### src/rtl/psg_cmd_writer.sv
// PSG command transmitter: encodes tone/attenuation requests into PSG bytes
// and drives Z80-style memory-write cycles to the PSG port.
module psg_cmd_writer #(
  parameter logic [7:0]  PORT_ADDR     = 8'h7F,
  parameter int unsigned STROBE_CYCLES = 2,
  parameter int unsigned GAP_CYCLES    = 2
) (
  input  logic        clk,
  input  logic        reset,
  input  logic        req_valid,
  output logic        req_ready,
  input  logic        req_atten,
  input  logic [1:0]  req_chan,
  input  logic [9:0]  req_freq,
  input  logic [3:0]  req_mag,
  output logic [15:0] addr,
  output logic        MREQ_N,
  output logic        WR_N,
  output logic [7:0]  data,
  output logic        busy,
  output logic        done,
  output logic        err
);

  localparam int unsigned MAX_CYC = (STROBE_CYCLES > GAP_CYCLES) ? STROBE_CYCLES : GAP_CYCLES;
  localparam int unsigned CNT_W   = $clog2(MAX_CYC + 1);

  typedef enum logic [2:0] {IDLE, SETUP, STROBE, GAP, DONE} state_e;

  state_e             state_q, state_d;
  logic [CNT_W-1:0]   cnt_q, cnt_d;
  logic               pend_q, pend_d;
  logic [7:0]         byte2_q, byte2_d;
  logic [15:0]        addr_q, addr_d;
  logic [7:0]         data_q, data_d;
  logic               mreq_n_q, wr_n_q, strobe_n_d;
  logic               busy_q, busy_d;
  logic               done_q, done_d;
  logic               err_q, err_d;
  logic               accept_c;
  logic [7:0]         byte1_c;

  assign req_ready = (state_q == IDLE) & ~reset;
  assign accept_c  = req_valid & req_ready;

  // First (or only) byte: latch bit, register {chan, atten}, low nibble of payload
  assign byte1_c = {1'b1, req_chan, req_atten, req_atten ? req_mag : req_freq[3:0]};

  always_ff @(posedge clk or posedge reset) begin
    if (reset) begin
      state_q  <= IDLE;
      cnt_q    <= '0;
      pend_q   <= 1'b0;
      byte2_q  <= 8'h00;
      addr_q   <= 16'h0000;
      data_q   <= 8'h00;
      mreq_n_q <= 1'b1;
      wr_n_q   <= 1'b1;
      busy_q   <= 1'b0;
      done_q   <= 1'b0;
      err_q    <= 1'b0;
    end else begin
      state_q  <= state_d;
      cnt_q    <= cnt_d;
      pend_q   <= pend_d;
      byte2_q  <= byte2_d;
      addr_q   <= addr_d;
      data_q   <= data_d;
      mreq_n_q <= strobe_n_d;
      wr_n_q   <= strobe_n_d;
      busy_q   <= busy_d;
      done_q   <= done_d;
      err_q    <= err_d;
    end
  end

  always_comb begin
    state_d = state_q;
    cnt_d   = cnt_q;
    pend_d  = pend_q;
    byte2_d = byte2_q;
    addr_d  = addr_q;
    data_d  = data_q;
    err_d   = 1'b0;

    unique case (state_q)
      IDLE: begin
        if (accept_c) begin
          if (req_chan == 2'd3) begin
            err_d = 1'b1;
          end else begin
            state_d = SETUP;
            cnt_d   = '0;
            addr_d  = {8'h00, PORT_ADDR};
            data_d  = byte1_c;
            pend_d  = ~req_atten;
            byte2_d = {2'b00, req_freq[9:4]};
          end
        end
      end
      SETUP: begin
        state_d = STROBE;
        cnt_d   = CNT_W'(STROBE_CYCLES - 1);
      end
      STROBE: begin
        if (cnt_q == '0) begin
          state_d = GAP;
          cnt_d   = CNT_W'(GAP_CYCLES - 1);
        end else begin
          cnt_d = cnt_q - CNT_W'(1);
        end
      end
      GAP: begin
        if (cnt_q == '0) begin
          cnt_d = '0;
          // Second tone byte goes out through its own SETUP so data changes with strobes high
          if (pend_q) begin
            state_d = SETUP;
            pend_d  = 1'b0;
            data_d  = byte2_q;
          end else begin
            state_d = DONE;
          end
        end else begin
          cnt_d = cnt_q - CNT_W'(1);
        end
      end
      DONE: begin
        state_d = IDLE;
        cnt_d   = '0;
      end
      default: begin
        state_d = IDLE;
        cnt_d   = '0;
      end
    endcase
  end

  // Registered outputs follow the next state so they align with the state they describe
  assign strobe_n_d = (state_d != STROBE);
  assign busy_d     = (state_d != IDLE);
  assign done_d     = (state_d == DONE);

  assign addr   = addr_q;
  assign data   = data_q;
  assign MREQ_N = mreq_n_q;
  assign WR_N   = wr_n_q;
  assign busy   = busy_q;
  assign done   = done_q;
  assign err    = err_q;

endmodule

### config.mk
export PLATFORM = sky130hd
export DESIGN_NAME = psg_cmd_writer
export DESIGN_NICKNAME = d
export VERILOG_FILES = /design/src/rtl/psg_cmd_writer.sv
export SDC_FILE = /design/constraint.sdc
export NUM_CORES = 1
export LEC_CHECK = 0
export CORE_MARGIN = 10
export CORE_UTILIZATION = 43
export CTS_CLUSTER_SIZE = 8
export DETAILED_ROUTE_END_ITERATION = 6
export PLACE_DENSITY = 0.79
export SYNTH_ARGS = -nofsm -noshare
export SYNTH_HDL_FRONTEND = slang
export SYNTH_SLANG_ARGS = --single-unit
### constraint.sdc
create_clock -name clk -period 2.5 [get_ports clk]
set_input_delay 0.5 -clock clk [delete_from_list [all_inputs] [get_ports clk]]
set_output_delay 0.5 -clock clk [all_outputs]
set_load 0.01 [all_outputs]
==> summary.txt <==
status: completed
Highest Clock Rate: 407 MHz
Post-synth EDFFs: 0
max cap viols: 0
Sink Count: 25
Final Skew: 3.95 ps
crit path DAT: 1960 ps
core box area: 0.00283 sq mm
flops & latches, synth: 25
Peak VDD IR: 0.679 mV
initial drt markers: 49
Reg clk slew, reported paths: 130 ps
crit start category: input port
dpl hpwl: 2290 um
routed vias/inst: 5.12
Final Power: 0.00182 W
ordered cell list for the critical path: clkdlybuf4s50_1 > or4_4 > clkinv_2 > clkdlybuf4s50_1
CTS root buf: clkbuf_4
Final #Nets: 168
crit end category: output port
crit path kind: in2out
CP max stage cell: clkdlybuf4s50_1
number of buffers created by CTS: 3
Flop pwr share: 0.392
YS warnings: 0
die width: 75.2 um
Die ar.: 0.00566 sq mm
first-pass GRT wire length: 4400 um
clock latency on the worst-skew pair: 310 ps
# rows: 19
Hold Crit Class: reg2reg
die height: 75.2 um
io pins: 50
Sw Pwr: 0.000612 W
RSZ-0062 raised after global routing: false
CTS H-Tree Depth: 1
Final Routed Wirelength: 2910 um
largest net degree at the start of global routing: 26
Leakage: 0.748 nW
CTS tree: yes
Area Growth Syn to Fin: 29.2%
GPL Wtd Cong: 0.744
final period utilization: 0.983
initial antenna violation count: 0
Seq/Total Area, Yosys: 0.478
Longest Clk Path Bufs: 2
post-synthesis cell type count: 35
most frequent cell on the critical path: clkdlybuf4s50_1
routed len/inst: 16.4 um
Most used DFF post-synth: dfrtp_1
vias in the first global route: 966
Synth async-reset ratio: 1.00
Clock power frac: 0.097
Final setup violation count: 0
port bufs: 40
most frequent cells in the layout: clkdlybuf4s50_1, dfrtp_1, mux2_2
Final ANT Viol Nets: 0
cell area after synthesis: 0.00131 sq mm
Max Slew Vio Count: 0
Vias: 911
CP max FO: 2
number of remaining DRC errors: 0
GRT Overall Usage: 0.0993
Max-slew headroom: 0.612
syn avg cell area: 11.9 sq um
Comb pwr share: 0.511
CP required: 2000 ps
Mapped Cells: 110
GRT overflow: 0
Ant. Diodes: 0
PwrDens: 1070 mW/mm^2
commonest non-fill, non-tap cell in the layout: clkdlybuf4s50_1
TritonRoute pass-1 iters: 4
share of layout cells above drive strength 1: 0.272
Internal Power: 0.00120 W
Hold Fails Final Rpt: 0
slowest stage delay, CP: 530 ps
initial core utilization: 0.464
min Tclk post-route: 2460 ps
hold_buf cts: 0
TNS Setup: 0 ps
Worst-Margin Slew: 581 ps
Sw Share: 0.337
-- cell usage after synthesis (2+ instances only) --
| master | n | area, sq um |
|---|---|---|
| dfrtp_1 | 24 | 601 |
| mux2_4 | 5 | 75.1 |
| a21oi_1 | 2 | 10.0 |
| mux2_2 | 17 | 191 |
| buf_6 | 2 | 22.5 |
| nor4_1 | 2 | 12.5 |
| nand3b_1 | 3 | 22.5 |
| nand2b_1 | 2 | 12.5 |
| inv_1 | 2 | 7.51 |
| nor2_1 | 2 | 7.51 |
| nand2_1 | 7 | 26.3 |
| o21ai_0 | 4 | 20.0 |
| buf_4 | 16 | 120 |
-- sequential cells by signal (all words and copies together) (netlist names) --
name,flops
data,8
byte2_q,6
state_q,3
cnt_q,2
WR_N,1
addr,1
busy,1
done,1
err,1
pend_q,1
-- power by group through the flow --
stage                     Sequential [W]  Combinational, W  Clock, W
after floorplan                 0.000725          0.000570         0
after global placement          0.000708          0.000918         0
after detailed placement        0.000720          0.000943         0
after CTS                       0.000713          0.000945  0.000185
after global routing            0.000741           0.00100  0.000203
final                           0.000713          0.000928  0.000176
-- through the flow --
step / worst slack [ps] / hold slack, ps / cell area, sq um / instances / utilization
after global placement: 57.5 / 489 / 1670 / 174 / 0.589
after floorplan: 750 / 465 / 1340 / 118 / -
after detailed placement: 45.1 / 493 / 1670 / 174 / 0.589
final: 41.9 / 521 / 1690 / 178 / 0.599
after global routing: 20.4 / 537 / 1690 / 178 / 0.599
after CTS: 31.6 / 525 / 1690 / 178 / 0.598
-- cell families (layout without fill, tap and decap cells) --
family	after synthesis	count (layout)	synth area share
DFF	25	25	0.478
and+or+nand+nor	25	25	0.115
muxes	23	23	0.211
buffers and inverters	23	52	0.125
AOI/OAI and AO/OA	13	13	0.0678
other	1	9	0.00286
-- layer usage --
metal	share of wire	wire, um	GRT usage
met5	0	0	0
met4	0.0031	9	0.0309
met3	0.066	193	0.0289
met2	0.51	1500	0.179
met1	0.42	1210	0.110
-- area by class of cell --
| type | count | area (sq um) |
|---|---|---|
| fill | 234 | 1130 |
| sequential | 25 | 628 |
| multi-input combinational | 70 | 551 |
| timing repair buffer | 45 | 438 |
| tap | 31 | 38.8 |
| clock buffer | 4 | 26.3 |
| inverter | 3 | 12.5 |
-- worst max-delay path: cells and delay by family --
kind	cells	cell delay [ps]
buffers and inverters	3	1030
AND/OR/NAND/NOR	1	440
-- timing repair --
item                       in CTS  in global routing
resized for setup               0                  1
setup endpoints to repair       0                  1
buffers inserted                0                  0
-- final timing paths --
check / startpoint / to / slack [ps] / cells past startpoint
max reg2reg: state_q[1] / byte2_q[1] / 580 / 5
max in group asynchronous: reset / WR_N / 1650 / 3
min: data[4] / data[4] / 520 / 1
max: reset / req_ready / 40 / 4
min reg2reg: data[4] / data[4] / 520 / 1
min in group asynchronous: reset / done / 560 / 3
Power figures use the tool's default switching activity.
